$ cat src/rtl/trace_buffer.sv
// trace_buffer: 16-deep debug-word history ring with freeze/browse; in: iClock, iReset, iCapture, iData, iFreeze, iStepBack, iStepFwd; out: oData, oIndex, oCount, oFull, oFrozen, oDropped
module trace_buffer #(
  parameter int DATA_WIDTH = 64,
  parameter int ADDR_WIDTH = 4
) (
  input  logic                  iClock,
  input  logic                  iReset,
  input  logic                  iCapture,
  input  logic [DATA_WIDTH-1:0] iData,
  input  logic                  iFreeze,
  input  logic                  iStepBack,
  input  logic                  iStepFwd,
  output logic [DATA_WIDTH-1:0] oData,
  output logic [ADDR_WIDTH-1:0] oIndex,
  output logic [ADDR_WIDTH:0]   oCount,
  output logic                  oFull,
  output logic                  oFrozen,
  output logic [7:0]            oDropped
);
  localparam int DEPTH = 1 << ADDR_WIDTH;
  typedef enum logic {LIVE, FROZEN} state_t;
  state_t state_q, state_d;
  logic [3:0] s1_q, s1_d, s2_q, s2_d;
  logic [2:0] s3_q, s3_d;
  logic [ADDR_WIDTH-1:0] wp_q, wp_d, off_q, off_d, rd_idx;
  logic [ADDR_WIDTH:0] cnt_q, cnt_d;
  logic [7:0] drop_q, drop_d;
  logic [DATA_WIDTH-1:0] mem_q [DEPTH];
  logic live, cap, back, fwd, frz, wr, can_back;
  always_comb begin
    s1_d = {iStepFwd, iStepBack, iFreeze, iCapture};
    s2_d = s1_q;
    s3_d = {s2_q[3:2], s2_q[0]};
    cap = s2_q[0] & ~s3_q[0];
    frz = s2_q[1];
    back = s2_q[2] & ~s3_q[1];
    fwd = s2_q[3] & ~s3_q[2];
    live = state_q == LIVE;
    wr = live && cap;
    state_d = frz ? FROZEN : LIVE;
    wp_d = wp_q + ADDR_WIDTH'(wr);
    cnt_d = (wr && cnt_q != (ADDR_WIDTH+1)'(DEPTH)) ? cnt_q + (ADDR_WIDTH+1)'(1) : cnt_q;
    drop_d = (!live && cap && drop_q != 8'hff) ? drop_q + 8'd1 : drop_q;
    can_back = ({1'b0, off_q} + (ADDR_WIDTH+1)'(1)) < cnt_q;
    off_d = (live || !frz) ? '0 :
            (back && !fwd && can_back) ? off_q + ADDR_WIDTH'(1) :
            (fwd && !back && off_q != '0) ? off_q - ADDR_WIDTH'(1) : off_q;
    rd_idx = wp_q - off_q - ADDR_WIDTH'(1);
  end
  always_ff @(posedge iClock) begin
    if (iReset) begin
      state_q <= LIVE;
      s1_q <= '0;
      s2_q <= '0;
      s3_q <= '0;
      wp_q <= '0;
      off_q <= '0;
      cnt_q <= '0;
      drop_q <= '0;
    end else begin
      state_q <= state_d;
      s1_q <= s1_d;
      s2_q <= s2_d;
      s3_q <= s3_d;
      wp_q <= wp_d;
      off_q <= off_d;
      cnt_q <= cnt_d;
      drop_q <= drop_d;
    end
  end
  always_ff @(posedge iClock) begin
    if (wr && !iReset) mem_q[wp_q] <= iData;
  end
  assign oData = (cnt_q != '0) ? mem_q[rd_idx] : '0;
  assign oIndex = off_q;
  assign oCount = cnt_q;
  assign oFull = cnt_q == (ADDR_WIDTH+1)'(DEPTH);
  assign oFrozen = state_q == FROZEN;
  assign oDropped = drop_q;
endmodule

$ cat config.mk
export PLATFORM = sky130hd
export DESIGN_NAME = trace_buffer
export DESIGN_NICKNAME = d
export VERILOG_FILES = /design/src/rtl/trace_buffer.sv
export SDC_FILE = /design/constraint.sdc
export NUM_CORES = 1
export LEC_CHECK = 0
export ABC_CLOCK_PERIOD_IN_PS = 13650
export CAP_MARGIN = 40
export CORE_UTILIZATION = 45
export CTS_CLUSTER_SIZE = 30
export DETAILED_ROUTE_END_ITERATION = 8
export HOLD_SLACK_MARGIN = 0.12
export SETUP_SLACK_MARGIN = 0.05
export SLEW_MARGIN = 5
export SYNTH_ARGS = -nofsm -noshare
export SYNTH_HDL_FRONTEND = slang
export SYNTH_SLANG_ARGS = --single-unit
$ cat constraint.sdc
create_clock -name iClock -period 13.65 [get_ports iClock]
set_input_delay 2.73 -clock iClock [delete_from_list [all_inputs] [get_ports iClock]]
set_output_delay 2.73 -clock iClock [all_outputs]
set_load 0.1 [all_outputs]
==> run_results.csv, run 1 <==
group,metric,value,unit
timing,final_hold_viol_count,0,
floorplan,die_h,303.6,um
worst_setup_path,crit_type,"flip-flop to output port",
layout,syn2layout_area_growth,20.04,%
clock_tree,path_clk_slew,0.06,ns
grt,antenna_found_initial,5,
floorplan,fp.dieW,303.6,um
timing,max_clock_freq,125.8,MHz
routing,viasPerCell,5.673,
timing,setup-tns-final,0,ns
timing,rsz0062_at_grt,"no",
grt,gr-total-overflow,0,
synthesis,synth_commonest_cells,"edfxtp_1 (1024), mux4_2 (256), mux2i_1 (131)",
worst_setup_path,path_max_fanout,142,
layout,fin_cells,3339,
floorplan,io_pins,153,
floorplan,fp.coreArea,90010,um2
worst_setup_path,rr_worst_depth,6,
placement,dp_cells,3139,
floorplan,rows,110,
floorplan,initial_utilization,45.48,%
clock_tree,clk_latency,0.67,ns
synthesis,yosysTopAreaCellShare,75.11,%
synthesis,syn_inst,1757,
power,p_per_area,138.7,nW/um2
clock_tree,post-cts-setup-buffers,0,
synthesis,syn_avg_cell_area,23.30,um2
placement,portBuffers,152,
run,timing.max_cap.violations,0,
clock_tree,cts-root-buf,"clkbuf_16",
layout,design_area,49140,um2
synthesis,yosys_warnings,0,
min_path,holdPathStages,1,
timing,min_period_over_period,58.23,%
grt,grt_pass1_vias,20310,
clock_tree,cts_made_buffers,107,
power,p_leak,16.54,nW
layout,final_layout_size_suffix_gt1_share,29.17,%
routing,drtAntennaViolNets,0,
min_path,min_from,"s1_q[2]$_SDFF_PP0_",
worst_setup_path,reg2reg_from,"oFrozen$_SDFF_PP0_",
worst_setup_path,cp.arrival,5.22,ns
status,outcome,"completed",
worst_setup_path,r2r_slack,10.30,ns
clock_tree,cts_tree,"built",
min_path,min_path_type,"flip-flop to flip-flop",
layout,num-fill-cells,6777,
layout,multi_input_area,9020,um2
clock_tree,cts-resized-gates,0,
synthesis,synth-seq-cells,1057,
power,power,6.818,mW
clock_tree,clockBufferDepth,3,
synthesis,synth.distinct_cells,39,
placement,place_congestion,0.7304,
routing,routedWlPerCell,27.37,um
min_path,min_to,"s2_q[2]$_SDFF_PP0_",
layout,seq_area,31410,um2
worst_setup_path,cp-start-kind,"flip-flop",
grt,grt_pass1_wl,135900,um
synthesis,async_reset_ff_share,0,%
synthesis,ys.flop_type,"edfxtp_1",
synthesis,synth_area,40940,um2
placement,placed_cell_area,45770,um2
timing,setup_viol_count_final,0,
placement,dpl.hpwl,47970,um
timing,clock_skew,0.03131,ns
synthesis,synth.yosys.seq_area_share,76.72,%
timing,period_needed,7.948,ns
synthesis,synth.most_common_cell,"edfxtp_1",
power,irDropWorstVdd,115.3,uV
worst_setup_path,crit_required,10.92,ns
layout,nNetsFinal,2160,
synthesis,yosysTopAreaCell,"edfxtp_1",
floorplan,die_area,92190,um2
grt,grt_usage,20.25,%
routing,firstDrtPassIters,5,
timing,slew_violations,0,
synthesis,synthesis.nets,1845,
routing,drc,0,
worst_setup_path,end_kind,"output port",
synthesis,synth_area_leaders,"edfxtp_1 (75%), mux4_2 (14%), mux2i_1 (3.2%), o22ai_2 (1.8%), dfxtp_1 (1.6%)",
clock_tree,cts_max_level,3,
timing,slew_headroom,31.93,%
synthesis,synth_edf_count,1024,
clock_tree,numClockSinks,1057,
routing,vias,18940,
timing,tightest_slew,1.021,ns
routing,wl,91380,um
grt,grt_max_degree,143,
worst_setup_path,reg2reg_to,"mem_q[12][51]$_DFFE_PP_",
clock_tree,cts_hold_buf,0,
routing,drtIter0Drc,1506,
[worst max path at each step]
stage                                 from                    end  slack (ns)  cells past startpoint
finish              oIndex[0]$_SDFFE_PP0P_              oData[51]        5.70                      9
global route        oIndex[0]$_SDFFE_PP0P_               oData[1]        5.49                      9
CTS                 oIndex[0]$_SDFFE_PP0P_               oData[1]        5.58                      9
detailed placement  oIndex[0]$_SDFFE_PP0P_              oData[50]        6.30                      9
global placement    oIndex[0]$_SDFFE_PP0P_              oData[10]        5.54                      9
floorplan                           iReset  mem_q[0][0]$_DFFE_PP_        5.47                      3
[final cells by class]
| class | count | share of cell area (%) |
|---|---|---|
| tap | 1176 | 2.994 |
| sequential | 1057 | 63.91 |
| clock inverter | 65 | 0.9929 |
| multi-input combinational | 598 | 18.35 |
| clock buffer | 132 | 5.856 |
| antenna | 3 | 0.01528 |
| timing repair buffer | 295 | 7.775 |
| inverter | 13 | 0.09929 |
[cells by family (layout without fill, tap and decap cells)]
logic type / Yosys count / count (layout) / synth area share (%)
adders and majority gates: 18 / 18 / 0.5868
xor gates and xnor gates: 18 / 18 / 0.3851
other: 0 / 3 / 0
buffers and inverters: 102 / 505 / 1.635
AOI/OAI and AO/OA: 84 / 84 / 2.262
and+or+nand+nor: 91 / 91 / 1.122
muxes: 387 / 387 / 17.29
DFF: 1057 / 1057 / 76.72
[state kept, by name (all words and copies together), names as in the netlist]
name	cells
mem_q	1024
s3_q	3
oCount	5
wp_q	4
oIndex	4
oDropped	8
oFrozen	1
s2_q	4
s1_q	4
[cell usage in the layout, fill, tap and decap left out, types with 7 or more instances in the layout]
| cell | count |
|---|---|
| a21oi_1 | 8 |
| buf_16 | 32 |
| buf_4 | 37 |
| buf_8 | 68 |
| clkbuf_1 | 20 |
| clkbuf_16 | 112 |
| clkdlybuf4s50_1 | 152 |
| clkinv_1 | 28 |
| clkinv_2 | 20 |
| dfxtp_1 | 33 |
| edfxtp_1 | 1024 |
| ha_1 | 15 |
| inv_1 | 14 |
| mux2i_1 | 131 |
| mux4_2 | 256 |
| nand2_1 | 10 |
| nand3_1 | 7 |
| nor2_1 | 19 |
| nor2_4 | 12 |
| nor2b_1 | 16 |
| o22ai_2 | 60 |
| xnor2_1 | 11 |
[through the flow]
step                utilization [%]  setup slack, ns  hold slack [ns]
finish                        54.60            5.702           0.4421
global route                  54.59            5.488           0.4642
CTS                           54.59            5.576           0.4466
detailed placement            50.85            6.301           0.4319
global placement              48.65            5.536           0.4296
floorplan                         -            5.474           0.4138
[routing by layer]
| layer | GRT usage (%) | up-vias | part of all wire (%) |
|---|---|---|---|
| li1 | - | 8087 | - |
| met1 | 26.40 | 10250 | 40 |
| met2 | 35.90 | 460 | 53 |
| met3 | 2.699 | 135 | 4.4 |
| met4 | 5.112 | 6 | 2.1 |
| met5 | 0 | - | 0.040 |
[report_power, final]
group | total [mW] | internal, mW | switching [mW] | leakage [nW]
combinational | 0.451 | 0.192 | 0.259 | 5.41
sequential | 3.57 | 3.56 | 0.00238 | 9.47
clock | 2.80 | 1.60 | 1.20 | 1.65
[worst max-delay path: stages (launching register included)]
cell	delay, ns
dfxtp_1	0.49
inv_1	0.16
ha_4	0.19
fa_4	1.30
buf_12	0.63
mux4_2	0.42
mux2i_1	0.18
o22ai_2	0.10
clkdlybuf4s50_1	0.63
buf_16	0.25
Note: power is estimated with default switching activity, not from simulation.
==> inputs of run 2 (changes only) <==
ABC_CLOCK_PERIOD_IN_PS = 7900   (was 13650)
clock period = 7.9 ns   (was 13.65 ns; I/O delays follow)
==> run_results.csv, run 2 (synthesized netlist as in run 1, its figures left out) <==
group,metric,value,unit
status,outcome,"completed",
timing,min_period_over_period,79.00,%
floorplan,io_pins,153,
placement,dpl.hpwl,46180,um
clock_tree,post-cts-setup-buffers,0,
layout,final_layout_size_suffix_gt1_share,29.14,%
routing,firstDrtPassIters,5,
worst_setup_path,crit_required,6.32,ns
grt,antenna_found_initial,7,
grt,grt_most_used_layer,"met2",
power,p_leak,16.51,nW
timing,max_clock_freq,160.2,MHz
timing,setup-tns-final,0,ns
layout,nNetsFinal,2154,
timing,slew_headroom,42.22,%
worst_setup_path,crit_path_max_incr_delay,0.89,ns
grt,gr-total-overflow,0,
placement,pre_cts_slack,2.309,ns
run,timing.max_cap.violations,0,
grt,grt_pass1_vias,20120,
layout,syn2layout_area_growth,19.88,%
routing,viasPerCell,5.632,
worst_setup_path,cp.arrival,4.66,ns
clock_tree,clockBufferDepth,3,
layout,largest_register,"mem_q",
floorplan,die_h,303.6,um
layout,largest_register_ffs,1024,
worst_setup_path,cp.buffers_inverters,6,
clock_tree,cts_made_buffers,110,
timing,slew_violations,0,
routing,routedWlPerCell,27.18,um
grt,grt_use_met3,2.887,%
timing,worst_slack,1.659,ns
routing,vias,18750,
clock_tree,clk_latency,0.66,ns
placement,portBuffers,152,
timing,setup_viol_count_final,0,
power,irDropWorstVdd,167.9,uV
min_path,min_path_type,"flip-flop to flip-flop",
routing,drtIter0Drc,1298,
clock_tree,cts_tree,"built",
timing,tightest_slew,0.8646,ns
worst_setup_path,end_kind,"output port",
clock_tree,path_clk_slew,0.06,ns
clock_tree,cts-resized-gates,0,
layout,final_cell_mix,"edfxtp_1 (1024), mux4_2 (256), clkdlybuf4s50_1 (152), mux2i_1 (131), clkbuf_16 (111)",
worst_setup_path,critPathTopFamily,"buffers and inverters",
placement,place_congestion,0.7139,
clock_tree,cts_max_level,3,
grt,grt_usage,19.88,%
grt,grt_max_degree,77,
power,p_per_area,242.3,nW/um2
layout,final_util,54.52,%
routing,drtAntennaViolNets,0,
routing,drc,0,
floorplan,rows,110,
timing,period_needed,6.241,ns
routing,wl,90510,um
floorplan,initial_utilization,45.48,%
worst_setup_path,crit_slowest_cell,"fa_4",
floorplan,fp.coreArea,90010,um2
timing,clock_skew,0.01871,ns
clock_tree,cts-root-buf,"clkbuf_16",
timing,final_hold_viol_count,0,
worst_setup_path,crit_type,"flip-flop to output port",
worst_setup_path,path_max_fanout,45,
layout,mostFrequentLayoutCell,"edfxtp_1",
clock_tree,numClockSinks,1057,
grt,use_met1,27.09,%
floorplan,die_area,92190,um2
worst_setup_path,crit_top_cell,"buf_4",
worst_setup_path,crit_chain,"inv_1 > ha_4 > fa_4 > buf_16 > buf_4 > buf_4 > mux4_2 > mux2i_1 > o22ai_2 > clkdlybuf4s50_1 > buf_8",
worst_setup_path,cp-start-kind,"flip-flop",
layout,num-fill-cells,6746,
floorplan,fp.dieW,303.6,um
timing,rsz0062_at_grt,"no",
clock_tree,cts_hold_buf,0,
grt,grt_pass1_wl,134200,um
grt,met2_usage,33.86,%
run 2: cell type report:
cell class | instances | area (um2) | share of cell area, %
diodes | 2 | 5.005 | 0.01020
clock buffers | 128 | 2841 | 5.790
clock inverters | 70 | 606.8 | 1.236
inverters | 13 | 48.80 | 0.09943
multi-input cells | 598 | 9020 | 18.38
flip-flops and latches | 1057 | 31410 | 64.00
well taps | 1176 | 1471 | 2.998
repair buffers | 286 | 3674 | 7.485
run 2: where the power goes:
group | leakage [nW] | total [mW] | internal (mW) | switching (mW)
Sequential | 9.47 | 6.16 | 6.16 | 0.00400
Combinational | 5.33 | 0.784 | 0.334 | 0.450
Clock | 1.70 | 4.95 | 2.88 | 2.06
Total | 16.5 | 11.9 | 9.37 | 2.52
run 2: metrics by stage:
step	cells	hold slack (ns)	cell area [um2]	power, mW
after global placement	3040	0.4339	44060	6.987
final	3330	0.4465	49080	11.89
after detailed placement	3130	0.4397	45620	7.075
after global routing	3330	0.4654	49080	12.25
after floorplan	1757	0.4138	40940	6.777
after CTS	3328	0.4531	49070	12.01
run 2: worst paths after layout:
path                             endpoint  slack [ns]  cells past startpoint              startpoint
setup / recovery                oData[14]        1.66                     11  oIndex[0]$_SDFFE_PP0P_
hold / removal         s2_q[0]$_SDFF_PP0_        0.45                      1      s1_q[0]$_SDFF_PP0_
setup reg to reg  mem_q[12][11]$_DFFE_PP_        4.69                      5      oFrozen$_SDFF_PP0_
hold reg to reg        s2_q[0]$_SDFF_PP0_        0.45                      1      s1_q[0]$_SDFF_PP0_
run 2: metal layers:
metal,vias to the layer above,wire length [um]
li1,8073,-
met1,10140,38430
met2,432,46470
met3,100,4105
met4,6,1462
met5,-,36
==> inputs of run 3 (changes only) <==
ABC_CLOCK_PERIOD_IN_PS = 5100   (was 7900)
clock period = 5.1 ns   (was 7.9 ns; I/O delays follow)
==> run_results.csv, run 3 (synthesized netlist as in run 1, its figures left out) <==
group,metric,value,unit
status,outcome,"completed",
worst_setup_path,crit_slowest_cell,"fa_4",
worst_setup_path,crit_chain,"inv_1 > ha_4 > fa_4 > buf_12 > buf_12 > mux4_2 > mux2i_1 > o22ai_2 > buf_4",
layout,syn2layout_area_growth,18.25,%
worst_setup_path,path_max_fanout,36,
worst_setup_path,crit_type,"flip-flop to output port",
timing,slew_headroom,43.01,%
run,timing.max_cap.violations,0,
worst_setup_path,end_kind,"output port",
clock_tree,cts-root-buf,"clkbuf_16",
placement,place_congestion,0.7232,
routing,viasPerCell,5.712,
placement,dpl.hpwl,47420,um
clock_tree,cts_made_buffers,106,
placement,pre_cts_slack,0.8107,ns
clock_tree,cts_hold_buf,0,
clock_tree,clockBufferDepth,3,
clock_tree,post-cts-setup-buffers,0,
clock_tree,cts_max_level,3,
clock_tree,numClockSinks,1057,
layout,final_layout_size_suffix_gt1_share,31.25,%
floorplan,fp.coreArea,90010,um2
routing,drtAntennaViolNets,0,
worst_setup_path,critPathTopFamily,"adder cells",
timing,min_period_over_period,96.11,%
layout,nNetsFinal,2105,
layout,fin_cells,3290,
layout,final_cell_mix,"edfxtp_1 (1024), mux4_2 (256), mux2i_1 (131), clkbuf_16 (107), clkdlybuf4s50_1 (88)",
floorplan,initial_utilization,45.48,%
routing,wl,90280,um
timing,final_hold_viol_count,0,
floorplan,fp.dieW,303.6,um
timing,setup_viol_count_final,0,
timing,period_needed,4.902,ns
clock_tree,cts_tree,"built",
timing,max_clock_freq,204.0,MHz
power,power,18.42,mW
grt,grt_pass1_vias,19880,
timing,clock_skew,0.02552,ns
routing,firstDrtPassIters,5,
clock_tree,path_clk_slew,0.06,ns
clock_tree,clk_latency,0.66,ns
routing,routedWlPerCell,27.44,um
worst_setup_path,cp.buffers_inverters,4,
layout,largest_register,"mem_q",
layout,mostFrequentLayoutCell,"edfxtp_1",
power,p_leak,16.32,nW
grt,gr-total-overflow,0,
placement,dp_cells,3084,
floorplan,die_area,92190,um2
routing,drtIter0Drc,1589,
grt,grt_pass1_wl,133400,um
layout,largest_register_ffs,1024,
worst_setup_path,cp-start-kind,"flip-flop",
worst_setup_path,crit_required,4.08,ns
routing,vias,18790,
floorplan,io_pins,153,
grt,antenna_found_initial,11,
floorplan,die_h,303.6,um
clock_tree,cts-resized-gates,0,
floorplan,rows,110,
placement,portBuffers,152,
layout,final_util,53.78,%
worst_setup_path,crit_path_max_incr_delay,0.84,ns
worst_setup_path,cp.arrival,3.88,ns
min_path,min_path_type,"flip-flop to flip-flop",
power,p_per_area,380.6,nW/um2
timing,setup-tns-final,0,ns
timing,worst_slack,0.1983,ns
timing,slew_violations,0,
grt,grt_usage,19.82,%
worst_setup_path,crit_top_cell,"buf_12",
grt,grt_max_degree,90,
timing,rsz0062_at_grt,"no",
routing,drc,0,
power,irDropWorstVdd,283.9,uV
timing,tightest_slew,0.8549,ns
-- run 3: worst paths after layout --
path,cells past startpoint,slack (ns),end,from
setup / recovery,9,0.20,oData[32],oIndex[0]$_SDFFE_PP0P_
setup reg to reg,13,2.05,oIndex[3]$_SDFFE_PP0P_,oIndex[0]$_SDFFE_PP0P_
hold reg to reg,1,0.45,s2_q[3]$_SDFF_PP0_,s1_q[3]$_SDFF_PP0_
hold / removal,1,0.45,s2_q[3]$_SDFF_PP0_,s1_q[3]$_SDFF_PP0_
-- run 3: per-stage QoR --
step                      hold WS (ns)  area [um2]
after floorplan                 0.4138       40990
after global placement          0.4234       44420
after detailed placement        0.4404       44870
after CTS                       0.4553       48360
after global routing            0.4681       48410
final                           0.4530       48410
-- run 3: cell type report --
| type | count | area, um2 |
|---|---|---|
| Clock inverter | 71 | 714.4 |
| Clock buffer | 129 | 2774 |
| Inverter | 13 | 48.80 |
| Timing Repair Buffer | 241 | 2903 |
| Sequential cell | 1057 | 31410 |
| Fill cell | 6854 | 41600 |
| Antenna cell | 5 | 12.51 |
| Tap cell | 1176 | 1471 |
| Multi-Input combinational cell | 598 | 9076 |
-- run 3: per-layer routing --
layer	track usage [%]	vias up	part of all wire (%)	wire [um]
met4	5.655	12	2.2	1941
met2	33.56	441	51	45920
li1	-	7981	-	-
met1	26.52	10220	42	38090
met5	0	-	0.10	92
met3	3.362	138	4.7	4232
-- run 3: report_power, final --
| part | total (mW) | leakage (nW) | switching (mW) | internal (mW) |
|---|---|---|---|---|
| sequential | 9.54 | 9.47 | 0.00647 | 9.53 |
| clock | 7.75 | 1.72 | 3.21 | 4.53 |
| combinational | 1.14 | 5.12 | 0.685 | 0.453 |
==> patch: new RTL, settings of run 3 <==
The parameter `ADDR_WIDTH` goes from 4 to 3.
--- a/src/rtl/trace_buffer.sv
+++ b/src/rtl/trace_buffer.sv
@@ -1,7 +1,7 @@
 // trace_buffer: 16-deep debug-word history ring with freeze/browse; in: iClock, iReset, iCapture, iData, iFreeze, iStepBack, iStepFwd; out: oData, oIndex, oCount, oFull, oFrozen, oDropped
 module trace_buffer #(
   parameter int DATA_WIDTH = 64,
-  parameter int ADDR_WIDTH = 4
+  parameter int ADDR_WIDTH = 3
 ) (
   input  logic                  iClock,
   input  logic                  iReset,
Ports: changed (resized oCount and oIndex); port bits go from 153 to 151. No check against the original RTL was run, so the function may have changed too.
==> patch against run 3 <==
  * Synthesized area down 49%
  * Hold slack worse by 0.018 ns
  * Via count down 46%
  * Sequential cell count is 515 lower
  * Die area is 49% lower
  * Wire length fell by 51%
  * Design area is 47% lower
  * Setup slack better by 0.18 ns
  * Critical path depth stayed put
  * Fmax is 3.9% higher
  * Power decreased by 48%
  * Utilization rose by 2.1 points
==> patch: results (changes against run 3) <==
Cells and area
  – Sequential standard cell area: 16,000 um2 (-49%)
  – Non-clock inverter total of the final layout: 12 (-1)
  – Number of nets in the final layout: 1,324 (-37%)
  – CLK BUF: 68 (-47%)
  – Finished Layout Cells: 1,885 (-43%)
  – Ratio of cells with drive above 1 in the final layout: 30.5% (-0.72 points)
  – Number of multi-input combinational cells: 435 (-27%)
  – Non-Clock Buffer Area Fraction: 8.02% (+2.0 points)
  – Ant. Diodes: 1 (-4)
  – Fill cell total of the finished layout: 3,528 (-49%)

Routing
  – Post-detailed-route wirelength per cell: 23.3 um (-15%)
  – Detailed-route wire length on metal 1: 19.4 mm (-49%)
  – Starting DRT DRC Count: 830 (-48%)
  – Detailed-routed wire length on met3: 2.03 mm (-52%)
  – Routed wire length on met2: 21.8 mm (-53%)
  – Highest routed metal layer: met4
  – Via count: 10,200 (-46%)

Clocking
  – Insertion delay to the later sink of the worst-skew pair: 0.60 ns (-0.06 ns)
  – Level count of the clock H-tree: 2 (-1)
  – CTS buffer count: 54 (-49%)

Yosys
  – Count of flip-flops with a built-in enable after synthesis: 512 (-50%)
  – Compound-gate portion of the synthesized area: 1.86% (-0.40 points)
  – Top cells by area in the synthesized netlist: edfxtp_1 (74%), mux4_2 (14%), dfxtp_1 (2.9%)
  – Mux cell area share after synthesis: 14.0% (-3.3 points)
  – Synth cell types: 37 (-5.1%)
  – Synthesized netlist cell count: 1,041 (-41%)
  – Post-synthesis sequential element count: 542 (-49%)
  – Leading post-synthesis cells by instance count: edfxtp_1 (512), nand2_1 (135), mux4_2 (128)

Power and ir drop
  – Cell leakage power: 0.00826 uW (-49%)
  – Internal: 7430 uW (-49%)
  – Peak VDD IR: 256 uV (-9.7%)
  – Portion of total power attributed to the clock network: 41.3% (-0.7 points)

GRT
  – Combined global-route utilization of all metal layers: 19.3% (-0.47 points)
  – Grt met1 use: 26.7% (+0.22 points)
  – First-pass GRT wire length: 67.2 mm (-50%)
  – Number of global-route vias before repair: 10,900 (-45%)
  – Antenna violations before repair: 1 (-10)
  – GR Util met2: 31.7% (-1.8 points)
  – Maximum number of pins on one net before global-route repair: 65 (-28%)

Placement
  – Routability congestion estimate from global placement: 0.704 (-2.7%)
  – DP Wirelength: 23.3 mm (-51%)
  – Setup slack at placement: 0.953 ns (+0.142 ns)

Worst setup path
  – Stage delay of the slowest cell on the critical path: 1.05 ns (+0.21 ns)
  – Arr. time, crit path: 3.70 ns (-0.18 ns)
  – Critical path peak fanout: 24 (-33%)

Status
  – Outcome: completed

STA
  – Setup Skew: 0.0204 ns (-0.00511 ns)
  – Tightest Pin Transition: 0.826 ns (-0.0284 ns)
[patch: cell count changes after synthesis, sizes merged, moves of 11 or more]
cell	change
a21oi	+60
buf	-32
edfxtp	-512
mux2i	-128
mux4	-128
nand2	+125
nor2	-11
o22ai	-64
[patch: stage by stage]
| stage | total power [uW] | instance area, um2 | hold slack (ns) |
|---|---|---|---|
| floorplan | 5440 | 21100 | 0.414 |
| global placement | 5670 | 23300 | 0.421 |
| detailed placement | 5680 | 23700 | 0.428 |
| CTS | 9600 | 25400 | 0.441 |
| global route | 9810 | 25400 | 0.465 |
| finish | 9490 | 25400 | 0.435 |
[patch: final timing paths]
check        startpoint   endpoint  slack, ns  cells after the start
min             s1_q[0]    s2_q[0]       0.43                      1
max           oIndex[0]   oData[1]       0.38                      9
max reg2reg   oIndex[1]  oIndex[2]       2.34                     11
min reg2reg     s1_q[0]    s2_q[0]       0.43                      1
